===== config.mk =====
export PLATFORM = sky130hd
export DESIGN_NAME = mem_port_arbiter_flat
export DESIGN_NICKNAME = d
export VERILOG_FILES = /design/src/rtl/mem_port_arbiter_if.sv /design/src/rtl/mem_port_arbiter.sv /design/src/flat_wrapper.sv
export SDC_FILE = /design/constraint.sdc
export NUM_CORES = 1
export LEC_CHECK = 0
export CAP_MARGIN = 20
export CORE_ASPECT_RATIO = 0.75
export CORE_MARGIN = 4
export CORE_UTILIZATION = 25
export DETAILED_ROUTE_END_ITERATION = 10
export GPL_TIMING_DRIVEN = 0
export SKIP_CTS_REPAIR_TIMING = 1
export SLEW_MARGIN = 20
export SYNTH_ARGS = -nofsm -noshare
export SYNTH_HDL_FRONTEND = slang
export SYNTH_SLANG_ARGS = --single-unit

===== constraint.sdc =====
create_clock -name clk -period 1.61 [get_ports clk]
set_input_delay 0.161 -clock clk [delete_from_list [all_inputs] [get_ports clk]]
set_output_delay 0.161 -clock clk [all_outputs]
set_load 0.01 [all_outputs]

===== src/rtl/mem_port_arbiter_if.sv =====
// Purpose: bundles the cpu imem/dmem ports and the backing-memory port seen by mem_port_arbiter.
// Latency: none, wires only.
// Backpressure: cpu holds its request until the resp pulse; memory stalls by withholding mem_resp.
interface mem_port_arbiter_if;
   // cpu instruction port
   logic [31:0] imem_addr;
   logic [3:0]  imem_rmask;
   logic [31:0] imem_rdata;
   logic        imem_resp;
   // cpu data port
   logic [31:0] dmem_addr;
   logic [3:0]  dmem_rmask;
   logic [3:0]  dmem_wmask;
   logic [31:0] dmem_wdata;
   logic [31:0] dmem_rdata;
   logic        dmem_resp;
   // shared backing memory
   logic [31:0] mem_addr;
   logic        mem_read;
   logic        mem_write;
   logic [3:0]  mem_wmask;
   logic [31:0] mem_wdata;
   logic [31:0] mem_rdata;
   logic        mem_resp;
   logic        mem_timeout;

   // Arbiter view: serves the cpu ports and drives the memory.
   modport slave (
      input  imem_addr, imem_rmask, dmem_addr, dmem_rmask, dmem_wmask, dmem_wdata,
             mem_rdata, mem_resp,
      output imem_rdata, imem_resp, dmem_rdata, dmem_resp,
             mem_addr, mem_read, mem_write, mem_wmask, mem_wdata, mem_timeout
   );

   // Environment view: cpu plus memory.
   modport master (
      output imem_addr, imem_rmask, dmem_addr, dmem_rmask, dmem_wmask, dmem_wdata,
             mem_rdata, mem_resp,
      input  imem_rdata, imem_resp, dmem_rdata, dmem_resp,
             mem_addr, mem_read, mem_write, mem_wmask, mem_wdata, mem_timeout
   );
endinterface


===== src/rtl/mem_port_arbiter.sv =====
// Purpose: serves cpu imem/dmem from one single-ported memory; MEM_ARB_RR_EN selects round-robin instead of fixed dmem priority.
// Latency: resp pulse 2+k cycles after the request is seen in IDLE (k = memory wait cycles); back-to-back grants 3 cycles apart.
// Backpressure: cpu holds its request until resp; memory stalls via mem_resp; sticky mem_timeout after TIMEOUT_CYCLES wait cycles.
module mem_port_arbiter #(
   parameter int unsigned TIMEOUT_CYCLES = 1024,
   parameter int unsigned CNT_W          = 11
) (
   input logic               clk,
   input logic               rst,
   mem_port_arbiter_if.slave bus
);
   typedef enum logic [1:0] {IDLE = 2'd0, BUSY = 2'd1, DONE = 2'd2} state_t;

   localparam logic [CNT_W-1:0] TIMEOUT_LIM = CNT_W'(TIMEOUT_CYCLES);

   state_t           state;
   state_t           state_nxt;
   logic             imem_req;
   logic             dmem_req;
   logic             any_req;
   logic             pick_dmem;
   logic             grant;
   logic             lat_dmem;
   logic             lat_write;
   logic [31:0]      lat_addr;
   logic [3:0]       lat_wmask;
   logic [31:0]      lat_wdata;
   logic [31:0]      lat_rdata;
   logic [CNT_W-1:0] wait_cnt;
   logic             timeout_flag;

   // A store is pending whenever any write byte is enabled, and it wins over a read mask.
   assign imem_req = |bus.imem_rmask;
   assign dmem_req = (|bus.dmem_rmask) | (|bus.dmem_wmask);
   assign any_req  = imem_req | dmem_req;
   assign grant    = (state == IDLE) && any_req;

`ifdef MEM_ARB_RR_EN
   logic last_dmem;

   // On a tie the port that did not win last time is granted.
   always_comb begin
      pick_dmem = dmem_req;
      if (dmem_req && imem_req) begin
         pick_dmem = ~last_dmem;
      end
   end

   // Remember the winner of the most recent grant (reset favours dmem next).
   always_ff @(posedge clk) begin
      if (rst) begin
         last_dmem <= 1'b0;
      end else if (grant) begin
         last_dmem <= pick_dmem;
      end
   end
`else
   // Fixed priority: dmem belongs to the older instruction in the pipeline.
   assign pick_dmem = dmem_req;
`endif

   // State register.
   always_ff @(posedge clk) begin
      if (rst) begin
         state <= IDLE;
      end else begin
         state <= state_nxt;
      end
   end

   // Next state: only IDLE looks at requests, only BUSY looks at mem_resp.
   always_comb begin
      state_nxt = state;
      unique case (state)
         IDLE:    if (any_req) state_nxt = BUSY;
         BUSY:    if (bus.mem_resp) state_nxt = DONE;
         DONE:    state_nxt = IDLE;
         default: state_nxt = IDLE;
      endcase
   end

   // Latch the granted request and later the memory's read data, so cpu input churn cannot disturb it.
   always_ff @(posedge clk) begin
      if (rst) begin
         lat_dmem  <= 1'b0;
         lat_write <= 1'b0;
         lat_addr  <= '0;
         lat_wmask <= '0;
         lat_wdata <= '0;
         lat_rdata <= '0;
      end else begin
         if (grant) begin
            lat_dmem <= pick_dmem;
            if (pick_dmem) begin
               lat_addr  <= bus.dmem_addr;
               lat_write <= |bus.dmem_wmask;
               lat_wmask <= bus.dmem_wmask;
               lat_wdata <= (|bus.dmem_wmask) ? bus.dmem_wdata : '0;
            end else begin
               lat_addr  <= bus.imem_addr;
               lat_write <= 1'b0;
               lat_wmask <= '0;
               lat_wdata <= '0;
            end
         end
         if ((state == BUSY) && bus.mem_resp) begin
            lat_rdata <= lat_write ? '0 : bus.mem_rdata;
         end
      end
   end

   // Count BUSY cycles without an answer; the timeout flag is sticky until reset.
   always_ff @(posedge clk) begin
      if (rst) begin
         wait_cnt     <= '0;
         timeout_flag <= 1'b0;
      end else if (grant) begin
         wait_cnt <= '0;
      end else if ((state == BUSY) && !bus.mem_resp && (wait_cnt != TIMEOUT_LIM)) begin
         wait_cnt <= wait_cnt + CNT_W'(1);
         if ((wait_cnt + CNT_W'(1)) == TIMEOUT_LIM) begin
            timeout_flag <= 1'b1;
         end
      end
   end

   // Memory strobes only in BUSY; a single resp pulse on the granted port in DONE.
   always_comb begin
      bus.mem_read    = 1'b0;
      bus.mem_write   = 1'b0;
      bus.mem_addr    = '0;
      bus.mem_wmask   = '0;
      bus.mem_wdata   = '0;
      bus.imem_resp   = 1'b0;
      bus.imem_rdata  = '0;
      bus.dmem_resp   = 1'b0;
      bus.dmem_rdata  = '0;
      bus.mem_timeout = timeout_flag;
      if (state == BUSY) begin
         bus.mem_read  = ~lat_write;
         bus.mem_write = lat_write;
         bus.mem_addr  = lat_addr & 32'hFFFF_FFFC;
         bus.mem_wmask = lat_wmask;
         bus.mem_wdata = lat_wdata;
      end
      if (state == DONE) begin
         if (lat_dmem) begin
            bus.dmem_resp  = 1'b1;
            bus.dmem_rdata = lat_rdata;
         end else begin
            bus.imem_resp  = 1'b1;
            bus.imem_rdata = lat_rdata;
         end
      end
   end
endmodule

===== src/flat_wrapper.sv =====
// flat-port wrapper written by rule: the top's interface ports become plain ports
module mem_port_arbiter_flat 
#(
   parameter int unsigned TIMEOUT_CYCLES = 1024,
   parameter int unsigned CNT_W          = 11
)
  (clk, rst, bus_imem_addr, bus_imem_rmask, bus_dmem_addr, bus_dmem_rmask, bus_dmem_wmask, bus_dmem_wdata, bus_mem_rdata, bus_mem_resp, bus_imem_rdata, bus_imem_resp, bus_dmem_rdata, bus_dmem_resp, bus_mem_addr, bus_mem_read, bus_mem_write, bus_mem_wmask, bus_mem_wdata, bus_mem_timeout);
  mem_port_arbiter_if bus_i ();
  input logic clk;
  input logic rst;
  input wire logic [$bits(bus_i.imem_addr)-1:0] bus_imem_addr;
  input wire logic [$bits(bus_i.imem_rmask)-1:0] bus_imem_rmask;
  input wire logic [$bits(bus_i.dmem_addr)-1:0] bus_dmem_addr;
  input wire logic [$bits(bus_i.dmem_rmask)-1:0] bus_dmem_rmask;
  input wire logic [$bits(bus_i.dmem_wmask)-1:0] bus_dmem_wmask;
  input wire logic [$bits(bus_i.dmem_wdata)-1:0] bus_dmem_wdata;
  input wire logic [$bits(bus_i.mem_rdata)-1:0] bus_mem_rdata;
  input wire logic [$bits(bus_i.mem_resp)-1:0] bus_mem_resp;
  output wire logic [$bits(bus_i.imem_rdata)-1:0] bus_imem_rdata;
  output wire logic [$bits(bus_i.imem_resp)-1:0] bus_imem_resp;
  output wire logic [$bits(bus_i.dmem_rdata)-1:0] bus_dmem_rdata;
  output wire logic [$bits(bus_i.dmem_resp)-1:0] bus_dmem_resp;
  output wire logic [$bits(bus_i.mem_addr)-1:0] bus_mem_addr;
  output wire logic [$bits(bus_i.mem_read)-1:0] bus_mem_read;
  output wire logic [$bits(bus_i.mem_write)-1:0] bus_mem_write;
  output wire logic [$bits(bus_i.mem_wmask)-1:0] bus_mem_wmask;
  output wire logic [$bits(bus_i.mem_wdata)-1:0] bus_mem_wdata;
  output wire logic [$bits(bus_i.mem_timeout)-1:0] bus_mem_timeout;
  assign bus_i.imem_addr = bus_imem_addr;
  assign bus_i.imem_rmask = bus_imem_rmask;
  assign bus_i.dmem_addr = bus_dmem_addr;
  assign bus_i.dmem_rmask = bus_dmem_rmask;
  assign bus_i.dmem_wmask = bus_dmem_wmask;
  assign bus_i.dmem_wdata = bus_dmem_wdata;
  assign bus_i.mem_rdata = bus_mem_rdata;
  assign bus_i.mem_resp = bus_mem_resp;
  assign bus_imem_rdata = bus_i.imem_rdata;
  assign bus_imem_resp = bus_i.imem_resp;
  assign bus_dmem_rdata = bus_i.dmem_rdata;
  assign bus_dmem_resp = bus_i.dmem_resp;
  assign bus_mem_addr = bus_i.mem_addr;
  assign bus_mem_read = bus_i.mem_read;
  assign bus_mem_write = bus_i.mem_write;
  assign bus_mem_wmask = bus_i.mem_wmask;
  assign bus_mem_wdata = bus_i.mem_wdata;
  assign bus_mem_timeout = bus_i.mem_timeout;
  mem_port_arbiter #(.TIMEOUT_CYCLES(TIMEOUT_CYCLES), .CNT_W(CNT_W)) u_core (.clk(clk), .rst(rst), .bus(bus_i));
endmodule

==> impl_metrics.csv, run 1 <==
group,metric,value,unit
outcome,status,"finished with violations",
outcome,violations,"setup timing",
synthesis,synth.top_cell.area_share,41.64,%
drt,drtIter0Drc,318,
setup_path,critPathRequiredTime,1.45,ns
timing,clock_skew,0.006398,ns
synthesis,synth_cell_types,40,
cts,h-tree-depth,4,
placed_design,place_hpwl,15.57,mm
cts,cts_max_path_buffers,2,
timing,fmax,527.2,MHz
grt,grtUsageTotal,16.00,%
synthesis,synth_warnings,0,
timing,worst_hold_slack,0.1024,ns
final_layout,nets,1155,
placed_design,io_buffer_count,272,
floorplanning,fp.dieArea,24380,µm²
setup_path,r2r_start,"u_core.state[0]$_SDFFE_PP0P_",
power,peakVddDrop,0.6720,mV
drt,vias_per_cell,4.581,
synthesis,synth_cells,660,
grt,antenna_found_initial,0,
placed_design,place_congestion,0.8036,
drt,routedWlPerCell,17.21,µm
synthesis,yosysTopAreaCell,"dfxtp_1",
grt,grt_pass1_vias,5526,
setup_path,end_kind,"output pin",
timing,fin_crit_sh,117.8,%
synthesis,synth_area,5480,µm²
timing,setup_ws,-0.2868,ns
drt,first_pass_iters,5,
cts,cts_buffers,17,
power,leakage,4.638,nW
setup_path,cp_max_fo,7,
drt,wirelength,22.55,mm
final_layout,drive_above_1_share,44.13,%
grt,grt_pass1_wl,30.57,mm
timing,final-setup-viol-count,190,
timing,worst_slew_pin_slew,0.7747,ns
synthesis,syn-mean-instance-area,8.303,µm²
setup_path,critical_path_arrival,1.74,ns
placed_design,dp_cells,1221,
setup_path,critPathLaunchType,"flop",
floorplanning,die_y,136.2,µm
floorplanning,rows,46,
timing,hold_viol,0,
floorplanning,coreArea,21350,µm²
cts,clk_pin_slew,0.06,ns
synthesis,seq_area_frac_synth,41.64,%
final_layout,antenna_cells,0,
cts,cts.sinks,114,
setup_path,reg2reg_depth,8,
setup_path,cp-startpoint,"u_core.state[0]$_SDFFE_PP0P_",
timing,rsz0062_at_grt,"yes",
final_layout,stdcell_count,1310,
cts,clockRootBuffer,"clkbuf_16",
drt,vias,6001,
floorplanning,die_w,179.0,µm
floorplanning,ioPinCount,280,
setup_path,crit_slowest_cell,"dfxtp_2",
synthesis,synth.area.top_cells,"dfxtp_1, and2_1, nor2_1",
cts,clk_latency,0.41,ns
setup_path,crit_end,"bus_mem_addr[21]",
setup_path,r2r-end,"u_core.lat_addr[8]$_SDFFE_PP0P_",
min_path,min_path_type,"in2reg",
setup_path,slowest_delay,0.32,ns
synthesis,ys_ff_latch,114,
flow_run,cap_violations,0,
setup_path,path_class,"reg2out",
drt,ant_nets,0,
drt,remaining_drc_errors,0,
setup_path,critical_path.cell_chain,"buf_6 > nor2b_4 > buf_12 > buf_8 > buf_6 > buf_6 > and2_4 > buf_6",
grt,grt_max_degree,17,
timing,fin_crit,1.897,ns
cts,cts_tree,"yes",
grt,overflow,0,
setup_path,cpMostUsedCell,"buf_6",
setup_path,r2r_setup_slack,-0.13,ns
power,cellPowerDensity,807.2,nW/µm²
final_layout,syn_to_final_growth,96.55,%
floorplanning,start_util,25.67,%
timing,slew_headroom,48.36,%
timing,slew_viol_final,0,
-- layout make-up --
type	instances	area [µm²]
clock inverters	14	117.6
flip-flops and latches	114	2290
multi-input cells	481	3576
well taps	288	360.3
inverters	3	11.26
fillers	1985	10580
plain buffers	58	531.8
clock buffers	18	429.2
repair buffers	334	3456
-- state kept, by name (all words and copies together), names as in the netlist --
name                    count
u_core.lat_addr            30
u_core.lat_rdata           32
u_core.lat_dmem             1
u_core.lat_write            1
u_core.wait_cnt            11
u_core.bus.mem_timeout      1
u_core.lat_wmask            4
u_core.state                2
u_core.lat_wdata           32
-- logic make-up after synthesis --
kind of cell	synth area share [%]
multiplexers	0.7306
AO/OA/AOI/OAI	14.50
buffers and inverters	5.046
flip-flops	41.64
adder cells (fa/ha/maj)	0.6850
AND/OR/NAND/NOR	34.93
XOR/XNOR	2.397
other	0.06843
-- through the flow --
| stage | setup TNS, ns | utilization, % | worst slack (ns) | instance area (µm²) | total power, mW |
|---|---|---|---|---|---|
| 2_1_floorplan | 0 | - | 0.03025 | 5484 | 3.775 |
| 3_3_place_gp | -174.10 | 40.12 | -1.236 | 8567 | 4.518 |
| 3_5_place_dp | -173.11 | 40.12 | -1.215 | 8567 | 4.531 |
| 4_1_cts | -200.18 | 42.68 | -1.654 | 9114 | 8.051 |
| 5_1_grt | -45.65 | 50.45 | -0.3529 | 10770 | 9.076 |
| 6_report | -29.45 | 50.45 | -0.2868 | 10770 | 8.695 |
-- worst min path at each step --
stage | start | endpoint | slack [ns] | cells after the start
2_1_floorplan | bus_dmem_wdata[0] | u_core.lat_wdata[0]$_SDFFE_PP0P_ | 0.29 | 1
3_3_place_gp | u_core.lat_wdata[31]$_SDFFE_PP0P_ | u_core.lat_wdata[31]$_SDFFE_PP0P_ | 0.45 | 1
3_5_place_dp | u_core.lat_wdata[19]$_SDFFE_PP0P_ | u_core.lat_wdata[19]$_SDFFE_PP0P_ | 0.45 | 1
4_1_cts | bus_dmem_addr[28] | u_core.lat_addr[28]$_SDFFE_PP0P_ | 0.31 | 3
5_1_grt | bus_dmem_wmask[2] | u_core.lat_wmask[2]$_SDFFE_PP0P_ | 0.09 | 3
6_report | bus_dmem_wmask[2] | u_core.lat_wmask[2]$_SDFFE_PP0P_ | 0.10 | 3
-- worst max-delay path: cells and delay by family, from the launching register on --
kind	cells	cell delay [ns]
flops	1	0.32
simple gates	2	0.28
buf+inv	6	0.72
-- cells in the final DEF (no fill, tap or decap), types with 8 or more instances in the layout --
cell type and n:
a21oi_1 17, dlymetal6s2s_1 8, xor2_1 8, clkbuf_2 23
buf_6 134, clkbuf_1 14, clkdlybuf4s50_1 131, dfxtp_1 110
and2_4 91, nor2_2 15, buf_8 16, a311oi_1 26
nand2_1 40, a21oi_2 17, and2_1 40, clkbuf_16 26
nand3_1 32, a22o_1 32, buf_4 25, nor3b_2 25
nor2_1 72, buf_2 24
-- layer usage --
metal	vias to the layer above	track usage [%]	part of all wire, %
met5	-	0	0
li1	2950	-	-
met3	14	5.671	8.0
met2	202	24.98	46
met4	0	3.068	0.78
met1	2835	21.50	45
-- where the power goes --
group	internal, mW	switching [mW]	leakage [nW]
sequential	3.03	0.136	0.939
combinational	1.23	0.825	3.45
clock	2.10	1.38	0.253
total	6.36	2.34	4.64
-- synthesized netlist by cell type, drive strengths merged --
library cell    n
a22o           32
dfxtp         114
clkbuf         42
nand2b          3
a21o            1
nor4b           2
nand2          41
buf            21
inv             3
nor2           88
a21oi          34
nor4            4
mux2i           4
ha              3
nor3            4
o31ai           1
conb            1
nand4           5
and3            3
a31o            1
nor2b           1
nand3          33
or2             3
xnor2           7
or3b            1
and2          131
o32ai           1
o22ai           2
nor3b          33
and3b           1
xor2            8
a31oi           1
a311oi         31
Power figures use the tool's default switching activity.
==> inputs of run 2 (changes only) <==
--- a/config.mk
+++ b/config.mk
@@ -8,9 +8,10 @@
 export CAP_MARGIN = 20
 export CORE_ASPECT_RATIO = 0.75
 export CORE_MARGIN = 4
-export CORE_UTILIZATION = 25
+export CORE_UTILIZATION = 36
 export DETAILED_ROUTE_END_ITERATION = 10
 export GPL_TIMING_DRIVEN = 0
+export PLACE_DENSITY = 0.77
 export SKIP_CTS_REPAIR_TIMING = 1
 export SLEW_MARGIN = 20
 export SYNTH_ARGS = -nofsm -noshare
==> run 2 against run 1 <==
Net effect:
- the flow still finishes with violations (setup timing)
- sequential cell count stayed put
- worst hold slack better by 0.026 ns
- clock power is 11% higher
- cell count is 7.6% lower
- maximum frequency is 0.82% lower
- register-to-register slack hardly changed
- critical endpoint is now bus_imem_rdata[22]
- largest cell class unchanged
==> impl_metrics.csv, run 2 (synthesized netlist as in run 1, its figures left out) <==
group,metric,value,unit
min_path,whs_path_depth,3,
grt,grt_pass1_vias,5335,
placed_design,place_congestion,0.8708,
floorplanning,die_y,114.9,µm
drt,vias_per_cell,4.912,
cts,clk_latency,0.41,ns
cts,cts_buffers,17,
final_layout,drive_above_1_share,37.59,%
placed_design,dp_cells,1133,
final_layout,stdcell_count,1211,
placed_design,place_hpwl,14.24,mm
setup_path,r2r_start,"u_core.state[0]$_SDFFE_PP0P_",
placed_design,placed_area,8457,µm²
min_path,holdCritStartpoint,"bus_dmem_wmask[2]",
power,finalPower,8.773,mW
setup_path,path_class,"reg2out",
final_layout,mostFrequentLayoutCell,"clkdlybuf4s50_1",
power,p_comb_share,20.0,%
placed_design,io_buffer_count,272,
grt,grt_max_degree,17,
timing,fin_crit,1.913,ns
setup_path,r2r-end,"u_core.bus.mem_timeout$_SDFFE_PP0P_",
floorplanning,start_util,37.30,%
floorplanning,ioPinCount,280,
setup_path,critPathRequiredTime,1.45,ns
drt,ant_nets,0,
setup_path,end_kind,"output pin",
setup_path,cpMostUsedCell,"buf_6",
cts,cts_max_path_buffers,2,
grt,antenna_found_initial,0,
power,p_int,6.507,mW
power,swShare,25.84,%
setup_path,crit_slowest_cell,"dfxtp_2",
drt,drtIter0Drc,351,
min_path,whs_endpoint,"u_core.lat_wmask[2]$_SDFFE_PP0P_",
setup_path,cp-startpoint,"u_core.state[0]$_SDFFE_PP0P_",
cts,cts.sinks,114,
cts,h-tree-depth,4,
outcome,violations,"setup timing",
setup_path,reg2reg_depth,7,
final_layout,antenna_cells,0,
setup_path,critical_path_arrival,1.75,ns
timing,worst_slew_pin_slew,0.8189,ns
power,p_clk_share,44.1,%
final_layout,postLayoutCoreUtil,68.73,%
placed_design,pre_cts_ws,-0.9203,ns
power,cellPowerDensity,868.9,nW/µm²
setup_path,r2r_setup_slack,-0.13,ns
cts,cts_tree,"yes",
floorplanning,rows,38,
power,leakage,4.382,nW
timing,slew_headroom,45.41,%
flow_run,cap_violations,0,
timing,slew_viol_final,0,
setup_path,critical_path.cell_chain,"buf_2 > buf_4 > nor3b_4 > buf_6 > buf_6 > and2_1 > clkbuf_2",
drt,first_pass_iters,5,
setup_path,slowest_delay,0.32,ns
floorplanning,coreArea,14690,µm²
grt,overflow,0,
drt,remaining_drc_errors,0,
timing,fmax,522.9,MHz
power,p_sw,2.267,mW
cts,clockRootBuffer,"clkbuf_16",
final_layout,fin_area,10100,µm²
power,seq_power_share,35.9,%
grt,grt_pass1_wl,28.43,mm
final_layout,syn_to_final_growth,84.25,%
timing,clock_skew,0.006180,ns
timing,fin_crit_sh,118.8,%
power,peakVddDrop,0.7228,mV
grt,grtUsageTotal,20.70,%
timing,rsz0062_at_grt,"yes",
timing,setup_ws,-0.3025,ns
timing,hold_viol,0,
timing,worst_hold_slack,0.1288,ns
drt,wirelength,21.02,mm
drt,vias,5948,
floorplanning,fp.dieArea,17280,µm²
timing,tns,-28.86,ns
outcome,status,"finished with violations",
final_layout,reg_top3,"u_core.lat_rdata (32), u_core.lat_wdata (32), u_core.lat_addr (30)",
final_layout,nets,1144,
floorplanning,die_w,150.5,µm
cts,clk_pin_slew,0.05,ns
final_layout,layout_common_cells,"clkdlybuf4s50_1, buf_6, dfxtp_1",
setup_path,cp_max_fo,10,
min_path,min_path_type,"in2reg",
drt,routedWlPerCell,17.36,µm
setup_path,critPathLaunchType,"flop",
timing,final-setup-viol-count,181,
[run 2: cell types whose count changed in the layout (fill, tap and decap cells not counted), moves of 14 or more]
cell | before | now
a21oi_2 | 17 | 0
nor2_2 | 15 | 1
nor3b_1 | 4 | 24
a21oi_1 | 17 | 34
nor2_1 | 72 | 86
nor3b_2 | 25 | 8
[run 2: routing by layer]
layer,wire (µm),vias up,GRT usage (%),part of all wire [%]
li1,-,2935,-,-
met3,1743,22,6.659,8.3
met1,9063,2765,26.81,43
met5,0,-,0,0
met2,9929,226,33.53,47
met4,282,0,5.424,1.3
[run 2: area by class of cell]
cell class	count	area [µm²]
Fill cell	1188	4594
Multi-Input combinational cell	482	3311
Timing Repair Buffer	323	3197
Sequential cell	114	2290
Buffer	57	430.4
Clock buffer	17	425.4
Tap cell	200	250.2
Clock inverter	15	182.7
Inverter	3	11.26
[run 2: worst max path at each step]
stage | endpoint | slack (ns)
after floorplan | u_core.bus.mem_timeout$_SDFFE_PP0P_ | 0.03
after global placement | bus_mem_wdata[23] | -0.91
after detailed placement | bus_mem_wdata[23] | -0.92
after CTS | bus_mem_wdata[23] | -1.36
after global routing | bus_imem_rdata[22] | -0.38
final | bus_imem_rdata[22] | -0.30
[run 2: worst max-delay path: cells and delay by family, from the launching register on]
kind | cells | cell delay [ns]
buffers and inverters | 5 | 0.70
flip-flops | 1 | 0.32
AND/OR/NAND/NOR | 2 | 0.32
[run 2: power by group through the flow]
stage / sequential, mW / clock, mW / combinational [mW]
2_1_floorplan: 3.15 / 0 / 0.627
3_3_place_gp: 3.17 / 0 / 1.31
3_5_place_dp: 3.18 / 0 / 1.32
4_1_cts: 3.12 / 3.91 / 1.33
5_1_grt: 3.18 / 4.08 / 1.88
6_report: 3.15 / 3.87 / 1.75
